==> config.mk <==
export PLATFORM = sky130hd
export DESIGN_NAME = jpeg_marker_ctrl_flat
export DESIGN_NICKNAME = d
export VERILOG_FILES = /design/src/rtl/jpeg_pkg.sv /design/src/rtl/jpeg_marker_ctrl_if.sv /design/src/rtl/jpeg_marker_decode.sv /design/src/rtl/jpeg_marker_ctrl.sv /design/src/flat_wrapper.sv
export SDC_FILE = /design/constraint.sdc
export NUM_CORES = 1
export LEC_CHECK = 0
export ABC_AREA = 1
export BUFFER_PORTS_ARGS = -buffer_cell sky130_fd_sc_hd__buf_4
export CORE_AREA = 4 4 67 100
export CTS_BUF_LIST = sky130_fd_sc_hd__clkbuf_8
export DETAILED_ROUTE_END_ITERATION = 7
export DIE_AREA = 0 0 71 104
export PLACE_DENSITY = 0.78
export SLEW_MARGIN = 15
export SYNTH_ARGS = -nofsm -noshare
export SYNTH_HDL_FRONTEND = slang
export SYNTH_SLANG_ARGS = --single-unit
==> constraint.sdc <==
create_clock -name i_sysclk -period 5 [get_ports i_sysclk]
set_input_delay 0.75 -clock i_sysclk [delete_from_list [all_inputs] [get_ports i_sysclk]]
set_output_delay 0.75 -clock i_sysclk [all_outputs]
set_load 0.05 [all_outputs]
==> src/rtl/jpeg_pkg.sv <==
// Shared constants for the JPEG marker sequencer: marker codes, FSM states,
// error codes, target-select bit positions and the code-class record.
package jpeg_pkg;

  localparam logic [7:0] M_SOI  = 8'hD8;
  localparam logic [7:0] M_EOI  = 8'hD9;
  localparam logic [7:0] M_SOS  = 8'hDA;
  localparam logic [7:0] M_DQT  = 8'hDB;
  localparam logic [7:0] M_DHT  = 8'hC4;
  localparam logic [7:0] M_SOF0 = 8'hC0;
  localparam logic [7:0] M_RST0 = 8'hD0;
  localparam logic [7:0] M_RST7 = 8'hD7;
  localparam logic [7:0] M_FILL = 8'hFF;

  localparam int SEL_DQT  = 0;
  localparam int SEL_DHT  = 1;
  localparam int SEL_SOF0 = 2;
  localparam int SEL_SOS  = 3;
  localparam logic [3:0] SEL_SOS_M = 4'b1000;

  localparam logic [2:0] ERR_NONE      = 3'd0;
  localparam logic [2:0] ERR_NO_SOI    = 3'd1;
  localparam logic [2:0] ERR_NO_FF     = 3'd2;
  localparam logic [2:0] ERR_BAD_LEN   = 3'd3;
  localparam logic [2:0] ERR_UNSUP     = 3'd4;
  localparam logic [2:0] ERR_EOI_EARLY = 3'd5;
  localparam logic [2:0] ERR_ECS       = 3'd6;

  typedef enum logic [3:0] {
    ST_IDLE, ST_SOI_FF, ST_SOI_D8, ST_MRK_FF, ST_MRK_CODE,
    ST_LEN_HI, ST_LEN_LO, ST_PAYLOAD, ST_SKIP, ST_ECS, ST_ECS_FF
  } state_t;

  // Classification of a marker code byte; at most one field is set.
  typedef struct packed {
    logic [3:0] target;
    logic       skip;
    logic       unsup;
    logic       eoi;
    logic       rst;
  } mrk_class_t;

endpackage

==> src/rtl/jpeg_marker_ctrl_if.sv <==
// Byte-source / segment-parser bus of the marker sequencer.
interface jpeg_marker_ctrl_if;
  logic       i_start;
  logic       i_abort;
  logic       i_byte_en;
  logic [7:0] i_byte;
  logic       o_ready;
  logic [3:0] o_sel;
  logic       o_seg_byte_en;
  logic [7:0] o_seg_byte;
  logic [3:0] i_seg_ready;
  logic       o_seg_first;
  logic       o_seg_last;
  logic       o_ecs_en;
  logic       o_rst_mrk;
  logic       o_busy;
  logic       o_done;
  logic       o_err;
  logic [2:0] o_err_code;

  modport slave (
    input  i_start, i_abort, i_byte_en, i_byte, i_seg_ready,
    output o_ready, o_sel, o_seg_byte_en, o_seg_byte, o_seg_first, o_seg_last,
           o_ecs_en, o_rst_mrk, o_busy, o_done, o_err, o_err_code
  );

  modport master (
    output i_start, i_abort, i_byte_en, i_byte, i_seg_ready,
    input  o_ready, o_sel, o_seg_byte_en, o_seg_byte, o_seg_first, o_seg_last,
           o_ecs_en, o_rst_mrk, o_busy, o_done, o_err, o_err_code
  );
endinterface

==> src/rtl/jpeg_marker_decode.sv <==
// Combinational marker-code classifier shared by header and ECS parsing.
// FF (fill) produces an all-zero class; callers test for it themselves.
module jpeg_marker_decode
  import jpeg_pkg::*;
(
  input  logic [7:0] code,
  output mrk_class_t cls
);

  // Priority chain: routed targets, EOI, RSTn, unsupported SOFn/SOI, else skip.
  always_comb begin
    cls = '0;
    if (code == M_DQT)                           cls.target[SEL_DQT]  = 1'b1;
    else if (code == M_DHT)                      cls.target[SEL_DHT]  = 1'b1;
    else if (code == M_SOF0)                     cls.target[SEL_SOF0] = 1'b1;
    else if (code == M_SOS)                      cls.target[SEL_SOS]  = 1'b1;
    else if (code == M_EOI)                      cls.eoi   = 1'b1;
    else if (code >= M_RST0 && code <= M_RST7)   cls.rst   = 1'b1;
    else if (code == M_SOI ||
             (code[7:4] == 4'hC && code != 8'hC8 && code != 8'hCC))
                                                 cls.unsup = 1'b1;
    else if (code != M_FILL)                     cls.skip  = 1'b1;
  end

endmodule

==> src/rtl/jpeg_marker_ctrl.sv <==
// JPEG marker sequencer: checks SOI, walks marker segments, routes payload
// bytes to the selected parser, skips unused segments and de-stuffs the ECS.
module jpeg_marker_ctrl
  import jpeg_pkg::*;
(
  input logic              i_sysclk,
  input logic              i_arst,
  jpeg_marker_ctrl_if.slave bus
);

  state_t      state, state_nxt;
  mrk_class_t  cls;
  logic [3:0]  sel;
  logic        seg_sos, seg_skip, seg_first;
  logic [7:0]  len_hi;
  logic [15:0] cnt, len;
  logic [2:0]  err_code, err_code_nxt;
  logic        done_q, err_q, rst_q;
  logic        err_now, done_now, rst_now;
  logic        fwd, ready, accept;

  jpeg_marker_decode u_dec (.code(bus.i_byte), .cls(cls));

  assign len    = {len_hi, bus.i_byte};
  assign accept = |(sel & bus.i_seg_ready);

  // State register.
  always_ff @(posedge i_sysclk) begin
    if (i_arst) state <= ST_IDLE;
    else        state <= state_nxt;
  end

  // Next-state: abort first, then start in IDLE, then per consumed byte.
  always_comb begin
    state_nxt    = state;
    err_now      = 1'b0;
    err_code_nxt = ERR_NONE;
    done_now     = 1'b0;
    rst_now      = 1'b0;
    if (bus.i_abort) begin
      state_nxt = ST_IDLE;
    end else if (state == ST_IDLE) begin
      if (bus.i_start) state_nxt = ST_SOI_FF;
    end else if (ready) begin
      case (state)
        ST_SOI_FF: if (bus.i_byte == M_FILL) state_nxt = ST_SOI_D8;
                   else begin err_now = 1'b1; err_code_nxt = ERR_NO_SOI; end
        ST_SOI_D8: if (bus.i_byte == M_SOI) state_nxt = ST_MRK_FF;
                   else begin err_now = 1'b1; err_code_nxt = ERR_NO_SOI; end
        ST_MRK_FF: if (bus.i_byte == M_FILL) state_nxt = ST_MRK_CODE;
                   else begin err_now = 1'b1; err_code_nxt = ERR_NO_FF; end
        ST_MRK_CODE: begin
          if (bus.i_byte == M_FILL)          state_nxt = ST_MRK_CODE;
          else if (|cls.target || cls.skip)  state_nxt = ST_LEN_HI;
          else if (cls.eoi) begin err_now = 1'b1; err_code_nxt = ERR_EOI_EARLY; end
          else begin err_now = 1'b1; err_code_nxt = ERR_UNSUP; end
        end
        ST_LEN_HI: state_nxt = ST_LEN_LO;
        ST_LEN_LO: begin
          if (len < 16'd2) begin err_now = 1'b1; err_code_nxt = ERR_BAD_LEN; end
          else if (len == 16'd2) state_nxt = seg_sos ? ST_ECS : ST_MRK_FF;
          else state_nxt = seg_skip ? ST_SKIP : ST_PAYLOAD;
        end
        ST_PAYLOAD, ST_SKIP:
          if (cnt == 16'd1) state_nxt = seg_sos ? ST_ECS : ST_MRK_FF;
        ST_ECS: if (bus.i_byte == M_FILL) state_nxt = ST_ECS_FF;
        ST_ECS_FF: begin
          if (bus.i_byte == 8'h00)        state_nxt = ST_ECS;
          else if (bus.i_byte == M_FILL)  state_nxt = ST_ECS_FF;
          else if (cls.rst) begin rst_now = 1'b1; state_nxt = ST_ECS; end
          else if (cls.eoi) begin done_now = 1'b1; state_nxt = ST_IDLE; end
          else begin err_now = 1'b1; err_code_nxt = ERR_ECS; end
        end
        default: state_nxt = state;
      endcase
      if (err_now) state_nxt = ST_IDLE;
    end
  end

  // Outputs: forward qualification and zero-latency ready.
  always_comb begin
    fwd   = 1'b0;
    ready = 1'b0;
    case (state)
      ST_PAYLOAD: fwd = bus.i_byte_en;
      ST_ECS:     fwd = bus.i_byte_en && (bus.i_byte != M_FILL);
      ST_ECS_FF:  fwd = bus.i_byte_en && (bus.i_byte == 8'h00);
      default:    fwd = 1'b0;
    endcase
    if (bus.i_abort) fwd = 1'b0;
    if (bus.i_abort || state == ST_IDLE) ready = 1'b0;
    else if (fwd)                        ready = accept;
    else                                 ready = bus.i_byte_en;
  end

  // Segment context, length counter, sticky error code and event pulses.
  always_ff @(posedge i_sysclk) begin
    if (i_arst) begin
      sel <= '0; seg_sos <= 1'b0; seg_skip <= 1'b0; seg_first <= 1'b0;
      len_hi <= '0; cnt <= '0; err_code <= ERR_NONE;
      done_q <= 1'b0; err_q <= 1'b0; rst_q <= 1'b0;
    end else begin
      done_q <= done_now;
      err_q  <= err_now;
      rst_q  <= rst_now;
      if (err_now) err_code <= err_code_nxt;
      if (bus.i_abort) begin
        sel <= '0; cnt <= '0; seg_sos <= 1'b0; seg_skip <= 1'b0; seg_first <= 1'b0;
      end else if (state == ST_IDLE) begin
        if (bus.i_start) begin
          err_code <= ERR_NONE; sel <= '0; cnt <= '0;
          seg_sos <= 1'b0; seg_skip <= 1'b0;
        end
      end else if (ready) begin
        case (state)
          ST_MRK_CODE:
            if (|cls.target) begin
              sel <= cls.target; seg_sos <= cls.target[SEL_SOS]; seg_skip <= 1'b0;
            end else if (cls.skip) begin
              sel <= '0; seg_sos <= 1'b0; seg_skip <= 1'b1;
            end
          ST_LEN_HI: len_hi <= bus.i_byte;
          ST_LEN_LO: begin cnt <= len - 16'd2; seg_first <= 1'b1; end
          ST_PAYLOAD, ST_SKIP: begin cnt <= cnt - 16'd1; seg_first <= 1'b0; end
          default: ;
        endcase
        if (state_nxt == ST_ECS) sel <= SEL_SOS_M;
        if (state_nxt == ST_IDLE) begin sel <= '0; cnt <= '0; end
      end
    end
  end

  assign bus.o_ready       = ready;
  assign bus.o_sel         = sel;
  assign bus.o_seg_byte_en = fwd;
  assign bus.o_seg_byte    = !fwd ? 8'h00 : (state == ST_ECS_FF) ? M_FILL : bus.i_byte;
  assign bus.o_seg_first   = ready && (state == ST_PAYLOAD) && seg_first;
  assign bus.o_seg_last    = ready && (state == ST_PAYLOAD) && (cnt == 16'd1);
  assign bus.o_ecs_en      = (state == ST_ECS) || (state == ST_ECS_FF);
  assign bus.o_rst_mrk     = rst_q;
  assign bus.o_busy        = (state != ST_IDLE);
  assign bus.o_done        = done_q;
  assign bus.o_err         = err_q;
  assign bus.o_err_code    = err_code;

endmodule
==> src/flat_wrapper.sv <==
// flat-port wrapper written by rule: the top's interface ports become plain ports
module jpeg_marker_ctrl_flat import jpeg_pkg::*;
  (i_sysclk, i_arst, bus_i_start, bus_i_abort, bus_i_byte_en, bus_i_byte, bus_i_seg_ready, bus_o_ready, bus_o_sel, bus_o_seg_byte_en, bus_o_seg_byte, bus_o_seg_first, bus_o_seg_last, bus_o_ecs_en, bus_o_rst_mrk, bus_o_busy, bus_o_done, bus_o_err, bus_o_err_code);
  jpeg_marker_ctrl_if bus_i ();
  input logic i_sysclk;
  input logic i_arst;
  input wire logic [$bits(bus_i.i_start)-1:0] bus_i_start;
  input wire logic [$bits(bus_i.i_abort)-1:0] bus_i_abort;
  input wire logic [$bits(bus_i.i_byte_en)-1:0] bus_i_byte_en;
  input wire logic [$bits(bus_i.i_byte)-1:0] bus_i_byte;
  input wire logic [$bits(bus_i.i_seg_ready)-1:0] bus_i_seg_ready;
  output wire logic [$bits(bus_i.o_ready)-1:0] bus_o_ready;
  output wire logic [$bits(bus_i.o_sel)-1:0] bus_o_sel;
  output wire logic [$bits(bus_i.o_seg_byte_en)-1:0] bus_o_seg_byte_en;
  output wire logic [$bits(bus_i.o_seg_byte)-1:0] bus_o_seg_byte;
  output wire logic [$bits(bus_i.o_seg_first)-1:0] bus_o_seg_first;
  output wire logic [$bits(bus_i.o_seg_last)-1:0] bus_o_seg_last;
  output wire logic [$bits(bus_i.o_ecs_en)-1:0] bus_o_ecs_en;
  output wire logic [$bits(bus_i.o_rst_mrk)-1:0] bus_o_rst_mrk;
  output wire logic [$bits(bus_i.o_busy)-1:0] bus_o_busy;
  output wire logic [$bits(bus_i.o_done)-1:0] bus_o_done;
  output wire logic [$bits(bus_i.o_err)-1:0] bus_o_err;
  output wire logic [$bits(bus_i.o_err_code)-1:0] bus_o_err_code;
  assign bus_i.i_start = bus_i_start;
  assign bus_i.i_abort = bus_i_abort;
  assign bus_i.i_byte_en = bus_i_byte_en;
  assign bus_i.i_byte = bus_i_byte;
  assign bus_i.i_seg_ready = bus_i_seg_ready;
  assign bus_o_ready = bus_i.o_ready;
  assign bus_o_sel = bus_i.o_sel;
  assign bus_o_seg_byte_en = bus_i.o_seg_byte_en;
  assign bus_o_seg_byte = bus_i.o_seg_byte;
  assign bus_o_seg_first = bus_i.o_seg_first;
  assign bus_o_seg_last = bus_i.o_seg_last;
  assign bus_o_ecs_en = bus_i.o_ecs_en;
  assign bus_o_rst_mrk = bus_i.o_rst_mrk;
  assign bus_o_busy = bus_i.o_busy;
  assign bus_o_done = bus_i.o_done;
  assign bus_o_err = bus_i.o_err;
  assign bus_o_err_code = bus_i.o_err_code;
  jpeg_marker_ctrl u_core (.i_sysclk(i_sysclk), .i_arst(i_arst), .bus(bus_i));
endmodule
==> flow_metrics.env <==
export IMPL_path_common_cell="nand2_2"
export IMPL_cts_buffers=5
export IMPL_multi_input_area_um2=2250
export IMPL_synth_seq_area_share_pct=23.8
export IMPL_worstPathRequired_ns=5.25
export IMPL_drt_wl_total_um=10700
export IMPL_period_share_pct=69.1
export IMPL_hold_violations=0
export IMPL_crit_slowest_cell="dfxtp_1"
export IMPL_grt_remaining_overflow=0
export IMPL_num_vias=3842
export IMPL_clock_path_buffers=2
export IMPL_fillCellCount=562
export IMPL_clk_pin_slew_worst_paths_ns=0.09
export IMPL_area_delta_synth_final_pct=11.6
export IMPL_postCtsSetupRepairBufs=0
export IMPL_yosys_area_top_type_share_pct=23.8
export IMPL_die_area_um2=7380
export IMPL_firstDrtPassIters=4
export IMPL_root_buffer="clkbuf_8"
export IMPL_ir_worst_vdd_uv=119
export IMPL_synth_nets=606
export IMPL_rows=34
export IMPL_final_cell_area_um2=3850
export IMPL_chipWidth_um=71
export IMPL_first_global_vias=3791
export IMPL_grt_pass1_wl_um=17400
export IMPL_stdcell_count=690
export IMPL_yosysWarnings=0
export IMPL_synth_distinct_cells=41
export IMPL_port_buffers=40
export IMPL_cpPeakStageDelay_ns=0.51
export IMPL_ioPinCount=41
export IMPL_dp_cells=682
export IMPL_status="finished clean"
export IMPL_min_path_type="flip-flop to flip-flop"
export IMPL_grt_max_degree=24
export IMPL_die_height_um=104
export IMPL_cts_resized=0
export IMPL_n_antenna_cell=0
export IMPL_path_cells="nor2_1 -> nand2_1 -> inv_1 -> nor3_1 -> nand2_2 -> inv_4 -> nand2_2 -> nand3_1 -> nand2_1 -> nor2_2 -> nand2_2 -> nand3_2 -> nand2_2 -> inv_2 -> nor2_1 -> nor2_2"
export IMPL_yosysTopAreaCell="dfxtp_1"
export IMPL_wl_per_cell_um=15.5
export IMPL_fin_crit_ns=3.46
export IMPL_finalSetupTns_ns=0
export IMPL_layout_setup_ws_ns=1.54
export IMPL_endpoint_kind="flip-flop"
export IMPL_hold_buffers=0
export IMPL_fin_util_pct=66.5
export IMPL_drv_cap=0
export IMPL_worst_pin_slew_ns=0.972
export IMPL_syn_area_per_cell_um2=5.89
export IMPL_antenna_found_initial=0
export IMPL_core_area_um2=5790
export IMPL_place_ws_ns=1.53
export IMPL_synth_commonest_cells="128 x nor2_1, 118 x nand2_1, 56 x inv_1"
export IMPL_power_leakage_nw=1.78
export IMPL_grt_setup_unrepaired="false"
export IMPL_synth_cell_area_um2=3450
export IMPL_insertion_delay_ns=0.31
export IMPL_drive_above_1_share_pct=18.6
export IMPL_synth_edf_count=0
export IMPL_setup_violations=0
export IMPL_synth_top_flop_cell="dfxtp_1"
export IMPL_cp_max_fo=20
export IMPL_layout_nets=638
export IMPL_critPathLaunchType="flip-flop"
export IMPL_critPathTopFamily="simple AND/OR/NAND/NOR gates"
export IMPL_crit_type="flip-flop to flip-flop"
export IMPL_drt_iter0_drc=214
export IMPL_via_per_inst=5.57
export IMPL_synth_async_reset_ratio_pct=0
export IMPL_worstPathArrival_ns=3.70
export IMPL_postRouteAntennaNets=0
export IMPL_hpwl_um=8660
export IMPL_cts_sinks=41
export IMPL_seqCellArea_um2=821
export IMPL_pwr_density_cell_nw_per_um2=234
export IMPL_total_power_uw=899
export IMPL_start_util_pct=59.6
export IMPL_dpl_cell_area_um2=3730
export IMPL_gp_congestion=0.977
export IMPL_htree_levels=2
export IMPL_synth_area_top_cells="dfxtp_1 24%, nor2_1 14%, nand2_1 13%"
export IMPL_cts_tree="built"
export IMPL_slew_headroom_pct=35.1
export IMPL_fin_worst_skew_ns=0.0110
export IMPL_crit_buf_inv=3
export IMPL_slew_violations=0
export IMPL_grt_usage_pct=29.4
export IMPL_max_freq_mhz=289
export IMPL_synthCells=585
export IMPL_synth_most_common_cell="nor2_1"
export IMPL_whs_ns=0.482
export IMPL_ys_ff_latch=41
export IMPL_route_detailed_drc=0
-- logic make-up after synthesis --
kind of cell / share of synthesized area [%]
and+or+nand+nor: 45.2
AOI/OAI and AO/OA: 15.6
buffers and inverters: 10.9
DFF: 23.8
xor gates and xnor gates: 3.05
adders and majority gates: 1.45
-- final cells by class --
cell class,instances,area share (%)
multi-input combinational,459,58.5
sequential,41,21.3
timing repair buffer,41,8.00
inverter,69,6.80
tap,72,2.34
clock buffer,5,1.79
clock inverter,3,1.20
-- layer usage --
metal	share of wire, %	global-route usage, %
met5	0	0
met4	7.9	21.2
met3	4.1	4.26
met2	52	53.3
met1	36	29.4
-- registers in the layout (all words and copies together), names as in the netlist --
signal and cells:
u_core.bus.o_err_code 3, u_core.bus.o_sel 4, u_core.bus.o_rst_mrk 1, u_core.bus.o_err 1, u_core.state 4, u_core.seg_sos 1
u_core.bus.o_done 1, u_core.len_hi 8, u_core.cnt 16, u_core.seg_first 1, u_core.seg_skip 1
-- report_power, final --
group / leakage [nW] / internal [mW] / switching [mW]
logic: 1.40 / 0.0830 / 0.179
clock network: 0.0543 / 0.150 / 0.138
registers: 0.332 / 0.338 / 0.0126
total: 1.78 / 0.570 / 0.329
-- worst paths after layout --
| path | from | endpoint | slack, ns | depth (start not counted) |
|---|---|---|---|---|
| setup / recovery | u_core.state[1]$_SDFF_PP0_ | u_core.cnt[1]$_SDFFE_PP0P_ | 1.54 | 16 |
| hold / removal | u_core.bus.o_err_code[0]$_SDFF_PP0_ | u_core.bus.o_err_code[0]$_SDFF_PP0_ | 0.48 | 2 |
| setup reg to reg | u_core.state[1]$_SDFF_PP0_ | u_core.cnt[1]$_SDFFE_PP0P_ | 1.54 | 16 |
| hold reg to reg | u_core.bus.o_err_code[0]$_SDFF_PP0_ | u_core.bus.o_err_code[0]$_SDFF_PP0_ | 0.48 | 2 |
-- worst register-to-register path: cells and delay by family, from the launching register on --
kind	cells	cell delay (ns)
buffers and inverters	3	0.78
DFF	1	0.51
and+or+nand+nor	13	2.12
-- cell usage in the layout (no fill, tap or decap), types with 8 or more instances in the layout --
cell type / netlist / routed
nor2_1: 128 / 127
nand2_1: 118 / 118
inv_1: 56 / 56
o21ai_0: 44 / 44
buf_4: 3 / 41
dfxtp_1: 41 / 41
a21oi_1: 34 / 34
nand3_1: 34 / 34
nor2_2: 15 / 16
nand2_2: 16 / 16
inv_2: 11 / 11
nor3_1: 10 / 10
xor2_1: 9 / 9
nand3_2: 8 / 8
Note: power is estimated with default switching activity, not from simulation.
